[src/rtl/reorder_buffer.sv]
`default_nettype none
// ============================================================================
// Module   : reorder_buffer
// Purpose  : Circular in-order retirement buffer with precise exception flush.
// Revision : 1.0
// ============================================================================
module reorder_buffer #(
  parameter int ROB_DEPTH = 16,
  parameter int IDX_W     = $clog2(ROB_DEPTH)
) (
  input  logic             clk,
  input  logic             rst,
  input  logic             disp_valid,
  output logic             disp_ready,
  input  logic [31:0]      disp_pc,
  input  logic [4:0]       disp_dest_areg,
  input  logic             disp_has_dest,
  output logic [IDX_W-1:0] disp_rob_idx,
  input  logic             cmpl_valid,
  input  logic [IDX_W-1:0] cmpl_idx,
  input  logic             cmpl_exc,
  output logic             commit_valid,
  input  logic             commit_ready,
  output logic [4:0]       commit_dest_areg,
  output logic             commit_has_dest,
  output logic [31:0]      commit_pc,
  output logic             flush,
  output logic [31:0]      flush_pc,
  output logic [IDX_W:0]   rob_count
);

  localparam logic [IDX_W:0] c_one = {{IDX_W{1'b0}}, 1'b1};

  logic [ROB_DEPTH-1:0] r_valid;
  logic [ROB_DEPTH-1:0] r_done;
  logic [ROB_DEPTH-1:0] r_exc;
  logic [ROB_DEPTH-1:0] r_has_dest;
  logic [31:0]          r_pc   [ROB_DEPTH];
  logic [4:0]           r_dest [ROB_DEPTH];

  logic [IDX_W:0]   r_head;
  logic [IDX_W:0]   r_tail;
  logic [IDX_W:0]   r_count;

  logic [IDX_W-1:0] w_head_idx;
  logic [IDX_W-1:0] w_tail_idx;
  logic             w_full;
  logic             w_head_ready;
  logic             w_alloc;
  logic             w_commit;

  assign w_head_idx = r_head[IDX_W-1:0];
  assign w_tail_idx = r_tail[IDX_W-1:0];
  assign w_full     = (w_head_idx == w_tail_idx) && (r_head[IDX_W] != r_tail[IDX_W]);

  assign w_head_ready = r_valid[w_head_idx] && r_done[w_head_idx];

  // Outputs are gated with rst so a reset never shows a retire or flush pulse.
  assign flush        = w_head_ready && r_exc[w_head_idx] && !rst;
  assign flush_pc     = r_pc[w_head_idx];
  assign commit_valid = w_head_ready && !r_exc[w_head_idx] && !flush && !rst;

  assign commit_pc        = r_pc[w_head_idx];
  assign commit_dest_areg = r_dest[w_head_idx];
  assign commit_has_dest  = r_has_dest[w_head_idx];

  assign disp_ready   = !w_full && !flush;
  assign disp_rob_idx = w_tail_idx;
  assign rob_count    = r_count;

  assign w_alloc  = disp_valid && disp_ready;
  assign w_commit = commit_valid && commit_ready;

  always_ff @(posedge clk) begin
    if (rst || flush) begin
      r_valid <= '0;
      r_done  <= '0;
      r_exc   <= '0;
      r_head  <= '0;
      r_tail  <= '0;
      r_count <= '0;
    end else begin
      if (cmpl_valid && r_valid[cmpl_idx]) begin
        r_done[cmpl_idx] <= 1'b1;
        r_exc[cmpl_idx]  <= cmpl_exc;
      end
      if (w_alloc) begin
        r_valid[w_tail_idx] <= 1'b1;
        r_done[w_tail_idx]  <= 1'b0;
        r_exc[w_tail_idx]   <= 1'b0;
        r_tail              <= r_tail + c_one;
      end
      if (w_commit) begin
        r_valid[w_head_idx] <= 1'b0;
        r_head              <= r_head + c_one;
      end
      if (w_alloc && !w_commit) begin
        r_count <= r_count + c_one;
      end else if (!w_alloc && w_commit) begin
        r_count <= r_count - c_one;
      end
    end
  end

  // Payload needs no reset: it is only observed through a valid entry.
  always_ff @(posedge clk) begin
    if (w_alloc) begin
      r_pc[w_tail_idx]       <= disp_pc;
      r_dest[w_tail_idx]     <= disp_dest_areg;
      r_has_dest[w_tail_idx] <= disp_has_dest;
    end
  end

endmodule
`default_nettype wire

[config.mk]
export PLATFORM = sky130hd
export DESIGN_NAME = reorder_buffer
export DESIGN_NICKNAME = d
export VERILOG_FILES = /design/src/rtl/reorder_buffer.sv
export SDC_FILE = /design/constraint.sdc
export NUM_CORES = 1
export LEC_CHECK = 0
export ABC_AREA = 0
export CAP_MARGIN = 20
export CELL_PAD_IN_SITES_DETAIL_PLACEMENT = 0
export CELL_PAD_IN_SITES_GLOBAL_PLACEMENT = 1
export CORE_ASPECT_RATIO = 0.8
export CORE_UTILIZATION = 48
export DETAILED_ROUTE_END_ITERATION = 8
export HOLD_SLACK_MARGIN = 0.03
export PLACE_DENSITY = 0.87
export SYNTH_ARGS = -nofsm -noshare
export SYNTH_HDL_FRONTEND = slang
export SYNTH_SLANG_ARGS = --single-unit
export TNS_END_PERCENT = 20
[constraint.sdc]
create_clock -name clk -period 3.36 [get_ports clk]
set_input_delay 0.336 -clock clk [delete_from_list [all_inputs] [get_ports clk]]
set_output_delay 0.336 -clock clk [all_outputs]
set_load 0.05 [all_outputs]
==> qor.yml, run 1 <==
logic_synthesis:
  synth_top_area_share_pct: 69.2
  synthesis.instances: 1223
  synth-edff-count: 608
  syn-num-nets: 1284
  synthArstFlopShare_pct: 0
  synth_area_um2: 26400
  synth.area.top_cells: "edfxtp_1 (69%), mux4_2 (17%), dfxtp_1 (5.1%)"
  synth_top_flop_cell: "edfxtp_1"
  yosysWarnings: 0
  synth_top_cell_by_area: "edfxtp_1"
  syn_area_per_cell_um2: 21.6
  yosys_register_bits: 675
  ys_seq_area_share_pct: 74.3
  yosysUniqueCellTypes: 44
timing:
  min_period_ns: 3.29
  hold_viol_final: 0
  maxSlewHeadroom_pct: 40.1
  layout_setup_ws_ns: 0.0686
  slew_violations: 0
  worst-slew-pin-transition_ns: 0.895
  setup_tns_ns: 0
  max_freq_mhz: 304
  setup_viol: 0
  fin_crit_sh_pct: 98.0
  fin_worst_skew_ns: 0.0358
finish:
  layout_common_cells: "edfxtp_1 (608), mux4_2 (205), buf_4 (114)"
  finalNonFillerCells: 2139
  syn_to_final_growth_pct: 16.5
  regArea_um2: 19600
  drive_gt1_share_pct: 33.0
  fin_nets: 1455
  fill_cells: 3764
  multi_input_area_um2: 6280
  final_common_cell: "edfxtp_1"
routing:
  top_layer: "met5"
  drc: 0
  wl_per_cell_um: 28.6
  postRouteAntennaNets: 0
  routed-wl-met2_um: 30500
  drt-initial-drc-count: 1419
  wirelength_met1_um: 23800
  avgViaCountPerCell: 6.18
  dr.pass1.iters: 5
  met3_length_um: 5380
  vias: 13200
  wl_um: 61200
critical_path:
  crit_chain: "buf_4, nor2_1, a22oi_2, nand2_2, buf_4, buf_4, nand2_1, nor3_1, buf_12"
  crit_buf_inv: 4
  end_kind: "output port"
  required_ns: 3.02
  crit_family: "simple AND/OR/NAND/NOR gates"
  critPathMaxStageDelay_ns: 0.51
  r2r_slack_ns: 0.13
  crit_top_cell: "buf_4"
  crit_slowest_cell: "nor3_1"
  path_class: "register to output port"
  crit_arrival_ns: 2.96
  critPathLaunchType: "register"
  path_max_fanout: 10
floorplanning:
  num_rows: 76
  pin_count: 130
  start_util_pct: 48.8
  die_h_um: 212
  fp.dieW_um: 264
  die_area_um2: 55900
  core-area_um2: 54100
power:
  power_per_cell_area_nw_per_um2: 543
  leakage_nw: 9.68
  max-vdd-ir-drop_mv: 0.368
clocking:
  root_buffer: "clkbuf_16"
  htreeDepth: 2
  cts_buffers: 60
  clkTransAtPathRegs_ns: 0.07
  cts_hold_buffers: 0
  cts_tree: "built"
  worstSkewPairLatency_ns: 0.63
  cts_buffer_depth: 3
  clock-sinks: 675
grt:
  antenna_found_initial: 2
  grt_pass1_vias: 13400
  grt_max_degree: 65
  grt-ovfl-total: 0
  grt_usage_pct: 22.2
  grt_first_pass_wirelength_um: 89200
place:
  dp_cells: 2025
  gp_congestion: 0.855
  port_buffers: 129
  dp_hpwl_um: 33400
  post-place-ws_ns: 0.0792
min_path:
  min_path_type: "register to register"
outcome:
  outcome: "finished clean"
flow_run:
  cap_violations: 0
-- cells by family after synthesis --
family                     Yosys count  synth area share, %
and+or+nand+nor                    146                 2.92
DFF                                675                 74.3
AOI/OAI and AO/OA                   45                 1.30
adders and majority gates           13                0.645
xor gates and xnor gates            14                0.465
buffers and inverters              108                 2.21
muxes                              222                 18.2
-- registers in the layout, indices dropped and copies added (netlist names), named ones only --
register	count
r_pc	512
r_dest	80
r_done	16
r_exc	16
r_has_dest	16
r_valid	16
r_head	5
r_tail	5
rob_count	5
-- path summary, 6_finish.rpt --
check,from,endpoint,cells past startpoint
worst max-delay path,r_head[2],commit_valid,9
worst min-delay path,r_done[8],r_done[8],2
worst max register to register,r_head[0],rob_count[4],15
worst min register to register,r_done[8],r_done[8],2
-- through the flow --
step,instance area [µm²],power [mW],util [%],hold slack [ns]
after floorplan,26400,9.97,-,0.435
after global placement,28700,10.3,53.1,0.475
after detailed placement,28700,10.3,53.1,0.482
after CTS,30600,16.8,56.6,0.494
after global routing,30700,17.1,56.8,0.508
final,30700,16.7,56.8,0.495
-- final cells by class --
class	instances	share of cell area, %
Antenna cell	1	0.00814
Multi-Input combinational cell	440	20.4
Clock buffer	71	5.02
Inverter	10	0.130
Tap cell	702	2.86
Clock inverter	33	0.904
Timing Repair Buffer	207	6.84
Sequential cell	675	63.8
-- synthesized netlist by cell type, types with 2 or more instances --
library cell  number
edfxtp_1         608
mux4_2           205
dfxtp_1           67
nor2_1            47
buf_4             38
nor3_1            35
clkbuf_1          33
mux2i_1           16
buf_2             15
nand2_1           15
and4_1            14
ha_1              12
o221a_2           12
a21oi_1           10
buf_1             10
xor2_1            10
inv_1              9
nor2b_1            8
o21ai_0            7
a22oi_1            4
a31oi_1            4
and3b_1            4
nand2b_1           4
nand4_1            4
xnor2_1            4
a311oi_1           3
and2_1             3
nand3_1            3
or3_1              3
buf_6              2
-- repair_timing --
| item | in CTS | in global routing |
|---|---|---|
| setup endpoints to repair | 67 | 29 |
| pin swaps | 0 | 3 |
| gates resized for setup | 3 | 16 |
| gates cloned | 0 | 1 |
| setup buffers | 6 | 2 |
-- tightest hold or removal path, stage by stage, from the launching register on --
cell and delay [ns]:
dfxtp_1 0.31, nor2_1 0.09, nor3_1 0.05
-- where the power goes --
group / leakage [nW] / internal (mW) / switching, mW / total [mW]
Clock: 0.883 / 3.57 / 2.95 / 6.52
Combinational: 2.76 / 0.289 / 0.588 / 0.878
Sequential: 6.04 / 9.24 / 0.0344 / 9.28
Total: 9.68 / 13.1 / 3.57 / 16.7
-- routing by layer --
layer / vias up / global-route usage, %
met5: - / 0
met4: 2 / 6.40
met3: 113 / 4.77
met2: 767 / 36.7
met1: 6912 / 29.9
li1: 5416 / -
Power figures use the tool's default switching activity.
==> run 2, diff against run 1 <==
- SKIP_CTS_REPAIR_TIMING: unset -> 1
- SKIP_LAST_GASP: unset -> 1
==> qor.yml, run 2 (synthesis gave the netlist of run 1 again) <==
power:
  power_per_cell_area_nw_per_um2: 543
  p_comb_share_pct: 5.2
  max-vdd-ir-drop_mv: 0.366
  p_clk_share_pct: 39.1
  p_int_mw: 13.1
  seq_power_share_pct: 55.7
  leakage_nw: 9.60
  p_sw_share_pct: 21.3
  switchingPower_mw: 3.55
timing:
  fin_crit_sh_pct: 100
  maxSlewHeadroom_pct: 40.3
  slew_violations: 0
  max_freq_mhz: 297
  fin_worst_skew_ns: 0.0305
  min_period_ns: 3.37
  worst-slew-pin-transition_ns: 0.893
  setup_viol: 3
  layout_setup_ws_ns: -0.00616
  hold_viol_final: 0
  rsz0062_at_grt: "true"
clocking:
  cts_tree: "built"
  worstSkewPairLatency_ns: 0.63
  clkTransAtPathRegs_ns: 0.07
  clock-sinks: 675
  cts_buffer_depth: 3
  root_buffer: "clkbuf_16"
  cts_buffers: 60
  htreeDepth: 2
grt:
  grt_first_pass_wirelength_um: 87400
  grt-ovfl-total: 0
  grt_usage_pct: 21.6
  grt_pass1_vias: 13400
  antenna_found_initial: 3
  grt_max_degree: 65
critical_path:
  critPathLaunchType: "register"
  end_kind: "output port"
  path_class: "register to output port"
  crit_arrival_ns: 3.03
  required_ns: 3.02
  r2r_slack_ns: 0
  r2r_cells: 15
  path_max_fanout: 10
finish:
  final_common_cell: "edfxtp_1"
  top_register: "r_pc"
  fin_area_um2: 30600
  layout_common_cells: "edfxtp_1 (608), mux4_2 (205), buf_4 (112)"
  reg_top3: "r_pc x512, r_dest x80"
  syn_to_final_growth_pct: 16.1
  largest_reg_flops: 512
  fin_nets: 1451
  drive_gt1_share_pct: 32.3
floorplanning:
  fp.dieW_um: 264
  die_h_um: 212
  pin_count: 130
  die_area_um2: 55900
  num_rows: 76
  core-area_um2: 54100
  start_util_pct: 48.8
routing:
  met3_length_um: 5340
  dr.pass1.iters: 7
  routed-wl-met2_um: 29700
  wl_per_cell_um: 28.0
  wl_um: 59800
  drc: 0
  top_layer: "met5"
  avgViaCountPerCell: 6.14
  drt-initial-drc-count: 1377
  postRouteAntennaNets: 0
  vias: 13100
  wirelength_met1_um: 23500
place:
  dp_hpwl_um: 33400
  post-place-ws_ns: 0.0792
  placed_cell_area_um2: 28700
  port_buffers: 129
  gp_congestion: 0.855
flow_run:
  cap_violations: 0
outcome:
  outcome: "finished with violations"
  violations: "setup timing"
min_path:
  hold_depth: 2
  min_path_type: "register to register"
[run 2: layer usage]
metal | vias to the layer above | global-route usage, %
met1 | 6918 | 29.4
met3 | 94 | 4.71
met2 | 702 | 35.3
met4 | 2 | 5.97
li1 | 5405 | -
met5 | - | 0
[run 2: stage by stage]
step                      TNS (ns)  util (%)  std cells  hold WS [ns]  power [mW]
final                      -0.0116      56.6       2136         0.493        16.7
after global routing        -0.517      56.6       2134         0.506        17.1
after CTS                   -12.42      56.4       2129         0.494        16.8
after detailed placement         0      53.1       2025         0.482        10.3
after global placement           0      53.1       2025         0.475        10.3
after floorplan                  0         -       1223         0.435        9.97
[run 2: power by group through the flow]
| stage | Clock (mW) | Combinational (mW) | Sequential, mW |
|---|---|---|---|
| floorplan | 0 | 0.490 | 9.48 |
| global placement | 0 | 0.854 | 9.45 |
| detailed placement | 0 | 0.870 | 9.45 |
| CTS | 6.61 | 0.875 | 9.28 |
| global route | 6.91 | 0.919 | 9.28 |
| finish | 6.50 | 0.871 | 9.28 |
[run 2: critical path: stages, from the launching register on]
cell and delay [ns]:
dfxtp_4 0.43, buf_12 0.17, mux4_2 0.51, mux4_2 0.54, clkdlybuf4s50_1 0.73
[run 2: path summary, 6_finish.rpt]
path / start / to
setup reg to reg: r_head[0] / rob_count[4]
setup / recovery: register / commit_dest_areg[2]
hold reg to reg: r_done[8] / r_done[8]
hold / removal: r_done[8] / r_done[8]
[run 2: area by class of cell]
cell class | count | area [µm²]
clock buffer | 71 | 1540
timing repair buffer | 203 | 2030
tap | 702 | 878
sequential | 675 | 19600
fill | 3775 | 23500
multi-input combinational | 440 | 6260
antenna | 2 | 5.00
clock inverter | 33 | 278
inverter | 10 | 40.0
